`config.mk`:
```
export PLATFORM = sky130hd
export DESIGN_NAME = ps2_key_event_ctrl_flat
export DESIGN_NICKNAME = d
export VERILOG_FILES = /design/src/rtl/ps2_pkg.sv /design/src/rtl/ps2_key_event_ctrl_if.sv /design/src/rtl/ps2_evt_fifo.sv /design/src/rtl/ps2_key_event_ctrl.sv /design/src/flat_wrapper.sv
export SDC_FILE = /design/constraint.sdc
export NUM_CORES = 1
export LEC_CHECK = 0
export CORE_MARGIN = 8
export CORE_UTILIZATION = 40
export DETAILED_ROUTE_END_ITERATION = 12
export GPL_ROUTABILITY_DRIVEN = 1
export HOLD_SLACK_MARGIN = 0.06
export PLACE_DENSITY = 0.69
export SLEW_MARGIN = 10
export SYNTH_ARGS = -nofsm -noshare
export SYNTH_HDL_FRONTEND = slang
export SYNTH_HIERARCHICAL = 1
export SYNTH_SLANG_ARGS = --single-unit
export TNS_END_PERCENT = 5
```
`constraint.sdc`:
```
create_clock -name CLOCK -period 2.45 [get_ports CLOCK]
set_clock_uncertainty 0.15 [all_clocks]
set_input_delay 0.3675 -clock CLOCK [delete_from_list [all_inputs] [get_ports CLOCK]]
set_output_delay 0.3675 -clock CLOCK [all_outputs]
set_load 0.02 [all_outputs]
```
`src/rtl/ps2_pkg.sv`:
```
// Shared constants and types for the PS/2 key event path.
package ps2_pkg;

    localparam logic [7:0] PS2_EXT = 8'hE0;
    localparam logic [7:0] PS2_BRK = 8'hF0;

    typedef enum logic [1:0] {
        IDLE     = 2'd0,
        GOT_E0   = 2'd1,
        GOT_F0   = 2'd2,
        GOT_E0F0 = 2'd3
    } ps2_state_t;

    // Event record is packed as {ext, brk, code}.
    function automatic int evt_width(input int dp_size);
        return dp_size + 2;
    endfunction

endpackage

```
`src/rtl/ps2_key_event_ctrl_if.sv`:
```
// Byte-in / event-out bus of the PS/2 key event controller.
interface ps2_key_event_ctrl_if #(
    parameter int DP_size    = 8,
    parameter int FIFO_DEPTH = 4
);
    localparam int CNT_W = $clog2(FIFO_DEPTH + 1);

    logic [DP_size-1:0] RX_DATA;
    logic               DATA_VALID;
    logic               EVT_VALID;
    logic               EVT_READY;
    logic [DP_size-1:0] EVT_CODE;
    logic               EVT_EXT;
    logic               EVT_BREAK;
    logic [CNT_W-1:0]   FIFO_COUNT;
    logic               OVERFLOW;
    logic               CLR_OVF;
    logic               SEQ_ERR;

    modport master (
        output RX_DATA, DATA_VALID, EVT_READY, CLR_OVF,
        input  EVT_VALID, EVT_CODE, EVT_EXT, EVT_BREAK, FIFO_COUNT, OVERFLOW, SEQ_ERR
    );

    modport slave (
        input  RX_DATA, DATA_VALID, EVT_READY, CLR_OVF,
        output EVT_VALID, EVT_CODE, EVT_EXT, EVT_BREAK, FIFO_COUNT, OVERFLOW, SEQ_ERR
    );

endinterface

```
`src/rtl/ps2_evt_fifo.sv`:
```
// Synchronous show-ahead FIFO for key events; push while full is dropped
// unless a pop happens in the same cycle.
module ps2_evt_fifo #(
    parameter int WIDTH = 10,
    parameter int DEPTH = 4,
    localparam int PTR_W = $clog2(DEPTH),
    localparam int CNT_W = $clog2(DEPTH + 1)
) (
    input  logic             CLOCK,
    input  logic             RESET,
    input  logic             push,
    input  logic [WIDTH-1:0] wdata,
    input  logic             pop,
    output logic [WIDTH-1:0] rdata,
    output logic             full,
    output logic             empty,
    output logic [CNT_W-1:0] count
);

    logic [WIDTH-1:0] mem [DEPTH];
    logic [PTR_W-1:0] wptr_q;
    logic [PTR_W-1:0] rptr_q;
    logic [CNT_W-1:0] count_q;
    logic             do_push;
    logic             do_pop;

    assign empty   = (count_q == '0);
    assign full    = (count_q == CNT_W'(DEPTH));
    assign do_pop  = pop && !empty;
    assign do_push = push && (!full || do_pop);
    assign rdata   = mem[rptr_q];
    assign count   = count_q;

    // DEPTH is a power of two, so pointers wrap by natural overflow.
    always_ff @(posedge CLOCK) begin
        if (RESET) begin
            wptr_q  <= '0;
            rptr_q  <= '0;
            count_q <= '0;
        end else begin
            if (do_push) wptr_q <= wptr_q + 1'b1;
            if (do_pop)  rptr_q <= rptr_q + 1'b1;
            case ({do_push, do_pop})
                2'b10:   count_q <= count_q + 1'b1;
                2'b01:   count_q <= count_q - 1'b1;
                default: count_q <= count_q;
            endcase
        end
    end

    always_ff @(posedge CLOCK) begin
        if (do_push) mem[wptr_q] <= wdata;
    end

endmodule

```
`src/rtl/ps2_key_event_ctrl.sv`:
```
// PS/2 scan-code sequencer: prefix parser, inter-byte watchdog, event FIFO.
//
//   state    | meaning
//   ---------+-----------------------------------------------
//   IDLE     | no prefix pending; plain byte is a make event
//   GOT_E0   | extended prefix seen
//   GOT_F0   | break prefix seen
//   GOT_E0F0 | extended break prefix seen
module ps2_key_event_ctrl
    import ps2_pkg::*;
#(
    parameter int DP_size        = 8,
    parameter int FIFO_DEPTH     = 4,
    parameter int TIMEOUT_CYCLES = 50000
) (
    input logic CLOCK,
    input logic RESET,
    ps2_key_event_ctrl_if.slave bus
);

    localparam int EVT_W = evt_width(DP_size);
    localparam int CNT_W = $clog2(FIFO_DEPTH + 1);
    localparam int WD_W  = (TIMEOUT_CYCLES > 1) ? $clog2(TIMEOUT_CYCLES) : 1;

    ps2_state_t       state_q;
    ps2_state_t       state_nxt;
    logic [WD_W-1:0]  wdog_q;
    logic             push;
    logic [EVT_W-1:0] push_evt;
    logic             seq_err_nxt;
    logic             seq_err_q;
    logic             ovf_q;
    logic             pop;
    logic             fifo_full;
    logic             fifo_empty;
    logic [EVT_W-1:0] head_evt;
    logic [CNT_W-1:0] fifo_count;
    logic             is_ext;
    logic             is_brk;
    logic             wdog_expired;

    assign is_ext       = (bus.RX_DATA == DP_size'(PS2_EXT));
    assign is_brk       = (bus.RX_DATA == DP_size'(PS2_BRK));
    assign wdog_expired = (state_q != IDLE) && (wdog_q == WD_W'(TIMEOUT_CYCLES - 1));

    always_ff @(posedge CLOCK) begin
        if (RESET) begin
            state_q   <= IDLE;
            seq_err_q <= 1'b0;
        end else begin
            state_q   <= state_nxt;
            seq_err_q <= seq_err_nxt;
        end
    end

    // A byte arriving in the expiry cycle takes precedence over the timeout.
    always_comb begin
        state_nxt   = state_q;
        push        = 1'b0;
        push_evt    = {2'b00, bus.RX_DATA};
        seq_err_nxt = 1'b0;
        if (bus.DATA_VALID) begin
            case (state_q)
                IDLE: begin
                    if (is_ext)      state_nxt = GOT_E0;
                    else if (is_brk) state_nxt = GOT_F0;
                    else begin
                        push     = 1'b1;
                        push_evt = {1'b0, 1'b0, bus.RX_DATA};
                    end
                end
                GOT_E0: begin
                    state_nxt = IDLE;
                    if (is_brk)      state_nxt = GOT_E0F0;
                    else if (is_ext) seq_err_nxt = 1'b1;
                    else begin
                        push     = 1'b1;
                        push_evt = {1'b1, 1'b0, bus.RX_DATA};
                    end
                end
                GOT_F0: begin
                    state_nxt = IDLE;
                    if (is_ext || is_brk) seq_err_nxt = 1'b1;
                    else begin
                        push     = 1'b1;
                        push_evt = {1'b0, 1'b1, bus.RX_DATA};
                    end
                end
                GOT_E0F0: begin
                    state_nxt = IDLE;
                    if (is_ext || is_brk) seq_err_nxt = 1'b1;
                    else begin
                        push     = 1'b1;
                        push_evt = {1'b1, 1'b1, bus.RX_DATA};
                    end
                end
                default: state_nxt = IDLE;
            endcase
        end else if (wdog_expired) begin
            state_nxt   = IDLE;
            seq_err_nxt = 1'b1;
        end
    end

    always_ff @(posedge CLOCK) begin
        if (RESET || bus.DATA_VALID || state_q == IDLE) wdog_q <= '0;
        else                                            wdog_q <= wdog_q + 1'b1;
    end

    assign pop = !fifo_empty && bus.EVT_READY;

    always_ff @(posedge CLOCK) begin
        if (RESET)                          ovf_q <= 1'b0;
        else if (push && fifo_full && !pop) ovf_q <= 1'b1;
        else if (bus.CLR_OVF)               ovf_q <= 1'b0;
    end

    ps2_evt_fifo #(
        .WIDTH (EVT_W),
        .DEPTH (FIFO_DEPTH)
    ) u_fifo (
        .CLOCK (CLOCK),
        .RESET (RESET),
        .push  (push),
        .wdata (push_evt),
        .pop   (pop),
        .rdata (head_evt),
        .full  (fifo_full),
        .empty (fifo_empty),
        .count (fifo_count)
    );

    // Event fields are forced to zero while nothing is buffered.
    assign bus.EVT_VALID  = !fifo_empty;
    assign bus.EVT_EXT    = fifo_empty ? 1'b0 : head_evt[EVT_W-1];
    assign bus.EVT_BREAK  = fifo_empty ? 1'b0 : head_evt[EVT_W-2];
    assign bus.EVT_CODE   = fifo_empty ? '0   : head_evt[DP_size-1:0];
    assign bus.FIFO_COUNT = fifo_count;
    assign bus.OVERFLOW   = ovf_q;
    assign bus.SEQ_ERR    = seq_err_q;

endmodule

```
`src/flat_wrapper.sv`:
```
// flat-port wrapper written by rule: the top's interface ports become plain ports
module ps2_key_event_ctrl_flat import ps2_pkg::*;
#(
    parameter int DP_size        = 8,
    parameter int FIFO_DEPTH     = 4,
    parameter int TIMEOUT_CYCLES = 50000
)
  (CLOCK, RESET, bus_RX_DATA, bus_DATA_VALID, bus_EVT_READY, bus_CLR_OVF, bus_EVT_VALID, bus_EVT_CODE, bus_EVT_EXT, bus_EVT_BREAK, bus_FIFO_COUNT, bus_OVERFLOW, bus_SEQ_ERR);
  ps2_key_event_ctrl_if #(.DP_size(DP_size), .FIFO_DEPTH(FIFO_DEPTH)) bus_i ();
  input logic CLOCK;
  input logic RESET;
  input wire logic [$bits(bus_i.RX_DATA)-1:0] bus_RX_DATA;
  input wire logic [$bits(bus_i.DATA_VALID)-1:0] bus_DATA_VALID;
  input wire logic [$bits(bus_i.EVT_READY)-1:0] bus_EVT_READY;
  input wire logic [$bits(bus_i.CLR_OVF)-1:0] bus_CLR_OVF;
  output wire logic [$bits(bus_i.EVT_VALID)-1:0] bus_EVT_VALID;
  output wire logic [$bits(bus_i.EVT_CODE)-1:0] bus_EVT_CODE;
  output wire logic [$bits(bus_i.EVT_EXT)-1:0] bus_EVT_EXT;
  output wire logic [$bits(bus_i.EVT_BREAK)-1:0] bus_EVT_BREAK;
  output wire logic [$bits(bus_i.FIFO_COUNT)-1:0] bus_FIFO_COUNT;
  output wire logic [$bits(bus_i.OVERFLOW)-1:0] bus_OVERFLOW;
  output wire logic [$bits(bus_i.SEQ_ERR)-1:0] bus_SEQ_ERR;
  assign bus_i.RX_DATA = bus_RX_DATA;
  assign bus_i.DATA_VALID = bus_DATA_VALID;
  assign bus_i.EVT_READY = bus_EVT_READY;
  assign bus_i.CLR_OVF = bus_CLR_OVF;
  assign bus_EVT_VALID = bus_i.EVT_VALID;
  assign bus_EVT_CODE = bus_i.EVT_CODE;
  assign bus_EVT_EXT = bus_i.EVT_EXT;
  assign bus_EVT_BREAK = bus_i.EVT_BREAK;
  assign bus_FIFO_COUNT = bus_i.FIFO_COUNT;
  assign bus_OVERFLOW = bus_i.OVERFLOW;
  assign bus_SEQ_ERR = bus_i.SEQ_ERR;
  ps2_key_event_ctrl #(.DP_size(DP_size), .FIFO_DEPTH(FIFO_DEPTH), .TIMEOUT_CYCLES(TIMEOUT_CYCLES)) u_core (.CLOCK(CLOCK), .RESET(RESET), .bus(bus_i));
endmodule
```
==> key figures, run 1 <==
Pwr
  • Pwr dens: 855 mW/mm^2
  • NetSw: 960 uW
  • Peak supply drop: 0.000361 V
  • Sequential Power Share: 0.411
  • Lkg Pwr: 1.40 nW
  • Tot Pwr: 3.26 mW
  • Sw Share: 0.295
  • Comb power frac: 0.262
  • Internal power: 2.30 mW
  • Power share of the clock group: 0.328

Floorplan
  • Top-Level Pins: 29
  • Full die area: 0.0103 mm^2
  • Die height: 102 um
  • Row cnt: 31
  • DIE WIDTH: 102 um
  • Starting Density: 0.409
  • Core area: 0.00718 mm^2

Worst setup path
  • R2r setup slk: 120 ps
  • Critical Path RT: 2580 ps
  • CP startpoint kind: input port
  • CP max FO: 5
  • CP Class: in -> reg
  • CP arrival: 2500 ps
  • Critical path endpoint category: flop
  • Worst flop-to-flop path endpoint: u_core/u_fifo/count[2]$_SDFFE_PP0P_
  • Worst reg2reg path depth: 11
  • R2r startpoint: u_core/u_fifo/count[1]$_SDFFE_PP0P_

Routing
  • Routed Antenna Nets: 0
  • Drt first-iter violations: 57
  • Initial DRT Pass Iterations: 4
  • Via Count: 1909
  • Via density: 4.92
  • DRC: 0
  • Routed len/inst: 14.5 um
  • Drt total wl: 5.64 mm

CTS
  • Setup bufs post-CTS: 0
  • Bufs on Longest Clock Path: 2
  • Number of H-tree levels: 3
  • Later-pin clock latency in the skew report: 340 ps
  • Clock transition at path regs: 80 ps
  • Inserted Clock Buffers: 9
  • TritonCTS clock tree: built
  • Clk sinks: 69
  • Clk root buf: clkbuf_8

STA
  • RSZ-0062 raised after global routing: no
  • Min Hold Slack: 217 ps
  • Final WS setup: 84.0 ps
  • Final setup fails: 0
  • Worst slew pin tran: 362 ps
  • Hold Vio Cnt, Final: 0
  • Final Max Slew Viols: 0
  • Fmax achieved: 423 MHz
  • Fin crit share: 0.966
  • Minimum clock period: 2370 ps
  • Setup TNS: 0 ps
  • Slew margin rel.: 0.757

Worst hold path
  • Hold Path End: u_core/u_fifo/mem[3][5]$_DFFE_PP_
  • Min-delay src: bus_RX_DATA[5]
  • Worst Hold Class: in -> reg
  • Hold depth: 2

Placed design
  • Placed instance count: 372
  • Final Wtd Congestion: 0.743
  • Placed instance area: 0.00356 mm^2
  • DP HPWL: 3.95 mm
  • Port buffer count: 28
  • Pre-CTS setup slack: -637 ps

Logic synthesis
  • Syn nets: 247
  • Syn avg cell area: 12.9 um^2
  • Sequential area share after synthesis: 0.606
  • Ys Warns: 6
  • Post-synth EDFFs: 40
  • Synth unique cells: 42
  • Mapped Cells: 227
  • Top_reg_cell synth: edfxtp_1
  • Mapped cell area: 0.00294 mm^2
  • Seq cells post-synth: 69
  • Synth async-reset ratio: 0

Flow run
  • Max_cap viols: 0

Global routing
  • Total Routing Usage GR: 0.118
  • Vias in the first global route: 1949
  • Initial antenna violation count: 0
  • First-pass GRT wire length: 9.27 mm
  • Largest net degree at the start of global routing: 16
  • GR Overflow Total: 0

Finish
  • Finished Core Util: 0.531
  • Final instance area: 0.00381 mm^2
  • Final #Nets: 304
  • Most common cell after layout, fill and taps aside: edfxtp_1
  • Layout cells sized above 1: 0.260
  • Most frequent cells in the layout: edfxtp_1, dfxtp_1, nor2_1
  • Diode count: 0
  • P&R area growth vs syn: 29.6%
  • Non-filler cells, final: 388

Outcome
  • Status: completed
power groups by stage:
stage                     Clock [mW]  Combinational (mW)  Sequential (mW)
after global placement             0               0.896             1.36
after global routing            1.15               0.927             1.34
after detailed placement           0               0.906             1.36
final                           1.07               0.852             1.34
after CTS                       1.09               0.855             1.34
after floorplan                    0               0.445             1.39
timing repair:
action / in CTS / in global routing
hold buffers: 0 / 0
pin swaps: 0 / 2
endpoints found under the setup margin: 12 / 3
resized for setup: 14 / 11
layer usage:
metal	part of all wire	wire, um	GRT usage	vias to the layer above
met5	0	0	0	-
met4	0.0090	51	0.0447	0
met3	0.052	292	0.0426	6
met2	0.50	2810	0.199	39
met1	0.44	2490	0.133	932
li1	-	-	-	932
state kept, by name, indices dropped and copies added (netlist names), named ones only:
signal                count
u_core/u_fifo/count       3
u_core/wdog_q            16
u_core/u_fifo/wptr_q      2
u_core/u_fifo/rptr_q      2
u_core/bus.OVERFLOW       1
u_core/bus.SEQ_ERR        1
u_core/u_fifo/mem        40
u_core/state_q            2
kinds of logic (layout without fill, tap and decap cells):
logic type                 Yosys count  count (layout)  share of synthesized area
xor gates and xnor gates            12              12                     0.0358
adders and majority gates            7               7                     0.0324
and+or+nand+nor                     85              85                      0.168
DFF                                 69              69                      0.606
AOI/OAI and AO/OA                   25              25                     0.0498
muxes                               12              12                     0.0852
buffers and inverters               17              79                     0.0221
critical path: stages:
cell and delay [ps]:
dlygate4sd2_1 290, and4b_1 310, a21boi_2 80, a21boi_4 140, inv_1 60, ha_1 160, inv_1 60, fa_2 330
xor2_1 150, or3_2 420, a21oi_2 140
worst max-delay path by stage:
stage                                                   start                                  end  slack, ps  cells after the start
after global placement                         bus_RX_DATA[1]  u_core/u_fifo/count[2]$_SDFFE_PP0P_       -550                     12
after floorplan           u_core/u_fifo/count[1]$_SDFFE_PP0P_  u_core/u_fifo/count[2]$_SDFFE_PP0P_          7                     11
after detailed placement                       bus_RX_DATA[1]  u_core/u_fifo/count[2]$_SDFFE_PP0P_       -640                     12
after CTS                                      bus_RX_DATA[0]  u_core/u_fifo/count[2]$_SDFFE_PP0P_       -130                     12
after global routing                           bus_RX_DATA[2]  u_core/u_fifo/count[2]$_SDFFE_PP0P_          5                     11
final                                          bus_RX_DATA[2]  u_core/u_fifo/count[2]$_SDFFE_PP0P_         80                     11
layout make-up:
cell class | instances | area (um^2)
Fill cell | 595 | 3370
Tap cell | 99 | 124
Multi-Input combinational cell | 141 | 1120
Timing Repair Buffer | 52 | 509
Sequential cell | 69 | 1780
Clock inverter | 7 | 105
Clock buffer | 9 | 124
Inverter | 11 | 41.3
Yosys cell counts (all sizes together) (3+ instances only):
cell type	count	area [um^2]
nor3	5	25.0
xor2	7	61.3
nor4	3	18.8
or2	3	18.8
and2	8	55.1
mux4	10	225
a21oi	10	50.1
nor2	20	75.1
xnor2	5	43.8
or3	7	46.3
nand3	7	40.0
ha	6	75.1
inv	11	41.3
edfxtp	40	1200
o21ai	7	35.0
nand2	8	30.0
nor2b	13	81.3
clkbuf	5	18.8
dfxtp	29	581
No activity file was read; power rests on OpenSTA's default activity.
==> run 2, diff against run 1 <==
CTS_CLUSTER_SIZE = 25   (was unset)
==> results of run 2 <==
Final layout, timing and power as in run 1 (identical DEF).
